## src/rtl/fifo_flags.sv

```systemverilog
// Single-clock FIFO with arbitrary depth, selectable registered or fall-through read,
// occupancy count, programmable almost thresholds and sticky overflow/underflow flags.
module fifo_flags #(
   parameter int DATA_SIZE        = 8,
   parameter int FIFO_CAPACITY    = 10,
   parameter int FWFT             = 0,
   parameter int ALMOST_FULL_LVL  = FIFO_CAPACITY - 2,
   parameter int ALMOST_EMPTY_LVL = 2,
   parameter int CNT_W            = $clog2(FIFO_CAPACITY + 1)
) (
   input  logic                 clk,
   input  logic                 rst,
   input  logic                 push,
   input  logic                 pop,
   input  logic [DATA_SIZE-1:0] writeData,
   output logic [DATA_SIZE-1:0] readData,
   input  logic                 clearErr,
   output logic [CNT_W-1:0]     count,
   output logic                 empty,
   output logic                 full,
   output logic                 almostFull,
   output logic                 almostEmpty,
   output logic                 overflow,
   output logic                 underflow
);

   localparam int PTR_W = $clog2(FIFO_CAPACITY);

   logic [DATA_SIZE-1:0] mem [FIFO_CAPACITY];
   logic [PTR_W-1:0]     wr_ptr_reg;
   logic [PTR_W-1:0]     rd_ptr_reg;
   logic [CNT_W-1:0]     count_reg;
   logic [CNT_W-1:0]     count_next;
   logic                 ovf_reg;
   logic                 udf_reg;
   logic                 is_empty;
   logic                 is_full;
   logic                 bypass;
   logic                 wr_en;
   logic                 rd_en;
   logic                 ovf_set;
   logic                 udf_set;

   // Pointers wrap at the capacity, which need not be a power of two.
   function automatic logic [PTR_W-1:0] ptr_inc(input logic [PTR_W-1:0] p);
      return (p == PTR_W'(FIFO_CAPACITY - 1)) ? '0 : p + PTR_W'(1);
   endfunction

   assign is_empty = (count_reg == '0);
   assign is_full  = (count_reg == CNT_W'(FIFO_CAPACITY));

   // In registered-read mode a simultaneous push+pop on an empty FIFO passes the word straight through.
   assign bypass  = (FWFT == 0) && push && pop && is_empty;
   assign wr_en   = push && !bypass && (!is_full || pop);
   assign rd_en   = pop && !is_empty;
   assign ovf_set = push && !pop && is_full;
   assign udf_set = pop && is_empty && !bypass;

   always_comb begin
      count_next = count_reg;
      if (wr_en && !rd_en)
         count_next = count_reg + CNT_W'(1);
      else if (rd_en && !wr_en)
         count_next = count_reg - CNT_W'(1);
   end

   always_ff @(posedge clk or negedge rst) begin
      if (!rst) begin
         wr_ptr_reg <= '0;
         rd_ptr_reg <= '0;
         count_reg  <= '0;
         ovf_reg    <= 1'b0;
         udf_reg    <= 1'b0;
      end else begin
         if (wr_en)
            wr_ptr_reg <= ptr_inc(wr_ptr_reg);
         if (rd_en)
            rd_ptr_reg <= ptr_inc(rd_ptr_reg);
         count_reg <= count_next;
         // A new error in the same cycle as clearErr keeps the flag set.
         ovf_reg   <= ovf_set | (ovf_reg & ~clearErr);
         udf_reg   <= udf_set | (udf_reg & ~clearErr);
      end
   end

   always_ff @(posedge clk) begin
      if (wr_en)
         mem[wr_ptr_reg] <= writeData;
   end

   generate
      if (FWFT == 0) begin : g_reg_read
         logic [DATA_SIZE-1:0] rdata_reg;
         always_ff @(posedge clk or negedge rst) begin
            if (!rst)
               rdata_reg <= '0;
            else if (bypass)
               rdata_reg <= writeData;
            else if (rd_en)
               rdata_reg <= mem[rd_ptr_reg];
         end
         assign readData = rdata_reg;
      end else begin : g_fwft_read
         assign readData = is_empty ? '0 : mem[rd_ptr_reg];
      end
   endgenerate

   assign count       = count_reg;
   assign empty       = is_empty;
   assign full        = is_full;
   assign almostFull  = (count_reg >= CNT_W'(ALMOST_FULL_LVL));
   assign almostEmpty = (count_reg <= CNT_W'(ALMOST_EMPTY_LVL));
   assign overflow    = ovf_reg;
   assign underflow   = udf_reg;

endmodule
```

## config.mk

```make
export PLATFORM = sky130hd
export DESIGN_NAME = fifo_flags
export DESIGN_NICKNAME = d
export VERILOG_FILES = /design/src/rtl/fifo_flags.sv
export SDC_FILE = /design/constraint.sdc
export NUM_CORES = 1
export LEC_CHECK = 0
export CORE_AREA = 5 5 91 93
export DETAILED_ROUTE_END_ITERATION = 10
export DIE_AREA = 0 0 96 98
export PLACE_DENSITY = 0.81
export SKIP_CTS_REPAIR_TIMING = 1
export SLEW_MARGIN = 20
export SYNTH_ARGS = -nofsm -noshare
export SYNTH_HDL_FRONTEND = slang
export SYNTH_SLANG_ARGS = --single-unit
export TNS_END_PERCENT = 50
```

## constraint.sdc

```tcl
create_clock -name clk -period 3.74 [get_ports clk]
set_clock_uncertainty 0.05 [all_clocks]
set_input_delay 0.561 -clock clk [delete_from_list [all_inputs] [get_ports clk]]
set_output_delay 0.561 -clock clk [all_outputs]
set_load 0.005 [all_outputs]
```

[Word level (Yosys, flattened, before mapping)]
Memories as Yosys holds them, arrays and structs flattened.
Cells that the tools add are included.
Storage, ports and cells
  RAM bits: 80
  output and inout bits: 18
  register bits: 22
  input bits: 13
  logic and storage cells: 50
  memories kept: 1
Memories
  mem: words 10, bits a word 8, read ports 1, clocked after memory_dff 0, write ports 1, RTL line 29  | logic [DATA_SIZE-1:0] mem [FIFO_CAPACITY];
Cells by class
  equal/unequal tests: 3
  reduce and logical (&&, ||, !) cells: 21
  mux-type cells: 8
  bitwise gates (word level): 5
  magnitude comparators: 2
  add/sub/neg operators: 4
Operators by type and width (count)
  $mux W4: 4
  $mux W8: 2
  $add A4 B1 Y4 const B: 3
  $eq A4 B4 Y1 const B: 3
  $logic_and A1 B1 Y1: 11
  $logic_not A1 Y1: 6
  $ge A4 B4 Y1 const B: 1
  $le A4 B2 Y1 const B: 1
  $logic_not A4 Y1: 1
  $reduce_bool A2 Y1: 2
  $sub A4 B1 Y4 const B: 1
  $and A1 B1 Y1: 2
  $mux W1: 2
  $or A1 B1 Y1: 2
  $logic_or A1 B1 Y1: 1
  $not A1 Y1: 1

[Longest topological paths before layout]
  depth in word-level cells: 9
  depth in mapped cells: 11
  gate-level depth less buffers: 11

[Worst setup path after synthesis]
OpenSTA, ideal clock, no wires.
  kind: in2reg
  start point: input pop
  end point: memory mem[0][0], enable pin
  stages: 4
  buffers on the path: 0
  setup time: 398 ps
  arrival: 2266 ps
  required time: 3292 ps
  path slack: 1027 ps
  cells stage by stage: and3b_1 o21ai_0 nand2_1 nor4b_1
On the way
  longest elaborated chain between the ends: 7
  elaborated cells on any way between the ends: 8
  classes of those cells: 2 x mux; 6 x reduce/logical
RTL lines
  start: declaration: RTL line 14  | input logic pop,
  $logic_and A1 B1 Y1 (2 in a row): RTL line 53  | assign bypass = (FWFT == 0) && push && pop && is_empty;
  $logic_not A1 Y1: RTL line 54  | assign wr_en = push && !bypass && (!is_full || pop);
  $logic_and A1 B1 Y1: RTL line 54
  $logic_and A1 B1 Y1 (*): RTL line 54
  $mux W1 (*): RTL line 87  | if (wr_en)
  $mux W1 (not written as such) (*): RTL line 88  | mem[wr_ptr_reg] <= writeData;
  end: declaration: RTL line 29
Mark *: on every way between the ends. The rest lies on a longest branch, timed or not.

[Worst setup path after layout]
  start point: input pop
  end point: register count_reg[3] (netlist: count[3])
On the way
  longest elaborated chain between the ends: 8
  elaborated cells on any way between the ends: 13
  classes of those cells: 1 x mux; 12 x reduce/logical
RTL lines
  $logic_and A1 B1 Y1 (2 in a row): RTL line 53
  $logic_not A1 Y1: RTL line 54
  $logic_and A1 B1 Y1: RTL line 54
  $logic_and A1 B1 Y1 (*): RTL line 54
  via wr_en: RTL line 39  | logic wr_en;
  $logic_not A1 Y1: RTL line 63  | else if (rd_en && !wr_en)
  $logic_and A1 B1 Y1: RTL line 63
  $reduce_bool A2 Y1 (no line)
  end signal: assignment: RTL line 79  | count_reg <= count_next;
  end: declaration: RTL line 32  | logic [CNT_W-1:0] count_reg;
The timed path passes the listed nets; every way through them passes the cells marked *.
A chain may end at the register's enable or synchronous reset.

==> run metrics <==
wire per inst ~21 um; Die Y between 90 and 100 um; top-area cell type share of the netlist area 0.573; largest net degree at the start of global routing 23; initial drt markers ~160; Ports 31; post-synthesis sequential area ratio 0.705; via count of the routed design roughly 2.3k; max reg flops 80; Overall Global Routing Usage 0.192; CORE AREA approximately 0.0074 mm2; initial antenna violation count 0; fmax between 0.3 and 0.4 GHz; Placed Instances between 300 and 400; pre-CTS setup slack about 460 ps; critical path startpoint category input pin; mapped cell area approximately 0.0042 mm2; Netlist cell types 38; Setup Total Neg Slack 0 ps; TritonCTS clock tree done; commonest non-fill, non-tap cells in the layout 80 x edfxtp_1, 29 x clkdlybuf4s50_1, 22 x dfrtp_1, 21 x nand2_1, 20 x mux4_2; Fillers ~530; ANT nets after route 0; Seq cells post-synth just over 100; Worst Path Arrival between 3000 and 4000 ps; Leak Pwr 1.70 nW; first-pass GRT wire length between 10 and 15 mm; Area Growth Syn to Fin 17.0%; Reg clk slew, reported paths ~90 ps; drt via density between 5 and 6; fin cells between 300 and 400; M1 GR Usage 0.281; worst min path class input pin to async pin; top cell type by total area after synthesis edfxtp_1; Fin. Hold Viols 0; Setup CP Type input pin to flop; multi-input gate area in the final layout about 0.0012 mm2; Synthesis Warnings 0; RSZ-0062 raised after global routing no; # DRC 0; final cell area excluding filler cells about 0.0049 mm2; die area roughly 0.0094 mm2; Synth Instances roughly 240; CTS H-Tree Depth 3; Post-Syn Nets ~260; Setup crit end kind flop; Root Driver clkbuf_8; final setup fails 0; Final Hold Slack about 130 ps; HPWL Detailed a little over 5 mm; Register Area 0.00295 mm2; Tmin final between 2000 and 3000 ps; post-layout util 0.658; Tcrit/Tclk final 0.780; met2 Track Usage GR 0.279; overall power 3.57 mW; Crit Path Max Fanout 7; commonest non-fill, non-tap cell in the layout edfxtp_1; Top reg by flops mem; worst slew pin tran around 930 ps; I/O Buffers 30; Required @ worst endpoint slightly below 4000 ps; top cells by area, synth edfxtp_1 57%, dfrtp_1 13%, mux4_2 11%, mux4_1 2.5%, nand2_1 1.9%; CTS Buf Count 9; status finished clean; IR drop worst, VDD 0.000266 V; vias in the first global route roughly 2.3k; met3 Resource Use GR 0.0462; drt pass-1 iters 4; Clock Tree Buf Depth 2; Placer Congestion between 0.8 and 0.9; post-route setup slack just over 800 ps; n_diodes 0; fraction of layout cells with a size suffix above 1 0.201; Max Cap Viol 0; CTS sink count around 100; Rel. slew slack 0.379; Clock Latency Late Sink ~350 ps; Post-DP Area 0.00469 mm2; GR Overflow Total 0; fin. max-slew vios 0; initial core utilization 0.563; busiest grt layer met1; fin nets between 300 and 400; final WL 8.12 mm; average size of a mapped cell between 15 and 20 um2; PD cells 728 mW/mm2; Rows 32; die width about 96 um; r2r setup slk between 1000 and 1500 ps
-- area by class of cell --
| cell class | instances | share of cell area |
|---|---|---|
| inverter | 10 | 0.00766 |
| multi-input combinational | 119 | 0.241 |
| timing repair buffer | 42 | 0.0787 |
| tap | 102 | 0.0260 |
| clock inverter | 5 | 0.0171 |
| clock buffer | 11 | 0.0268 |
| sequential | 102 | 0.603 |
-- cell families (layout without fill, tap and decap cells) --
logic type,after synthesis,after routing,share of synthesized area
AOI/OAI and AO/OA,20,20,0.0329
xor gates and xnor gates,7,7,0.0146
adders and majority gates,4,4,0.0137
buffers and inverters,21,68,0.0221
DFF,102,102,0.705
muxes,28,28,0.143
and+or+nand+nor,60,60,0.0690
-- report_power, final --
part / internal (mW) / switching, mW
clock: 0.380 / 0.358
sequential: 1.44 / 0.266
combinational: 0.666 / 0.463
total: 2.48 / 1.09
-- worst paths after layout --
path	startpoint	to	cells past startpoint
worst max register to register	count[0]	count[3]	10
min in group clk	readData[5]	readData[5]	2
worst min register to register	readData[5]	readData[5]	2
worst min-delay path	rst	count[0]	1
worst max-delay path	pop	count[3]	12
max in group asynchronous	rst	overflow	1
-- routing by layer --
metal / vias up / wire length [um]
li1: 1035 / -
met2: 82 / 4240
met3: 10 / 547
met4: 0 / 125
met5: - / 0
met1: 1154 / 3200
-- worst max-delay path: stages --
cell             delay, ps
clkdlybuf4s50_1        550
and3b_1                190
o21ai_0                220
nand2_1                260
inv_1                  110
ha_1                   170
inv_1                  100
ha_1                   280
a21o_1                 170
a21oi_1                160
mux2i_1                230
xnor2_1                130
-- synthesized netlist by cell type --
cell type,n
a31o_2,1
nor2b_1,3
nor2_1,15
nand2_1,21
nor4b_1,2
o2111ai_1,1
a22o_1,1
a31oi_1,8
ha_1,3
buf_6,1
mux2i_1,2
mux4_2,20
clkbuf_1,4
o32ai_1,1
nor4_2,1
nor3_1,3
nor4_1,4
o2bb2ai_1,1
nor3b_1,1
nand2b_1,2
edfxtp_1,80
a32oi_1,1
and3b_1,1
inv_2,1
dfrtp_1,22
a21o_1,1
mux4_1,4
nand4_1,1
mux2_2,2
buf_1,1
fa_1,1
inv_1,9
a211oi_1,1
xnor2_1,7
o21ai_0,3
buf_2,5
nand3_1,6
a21oi_1,1
No activity file was read; power rests on OpenSTA's default activity.
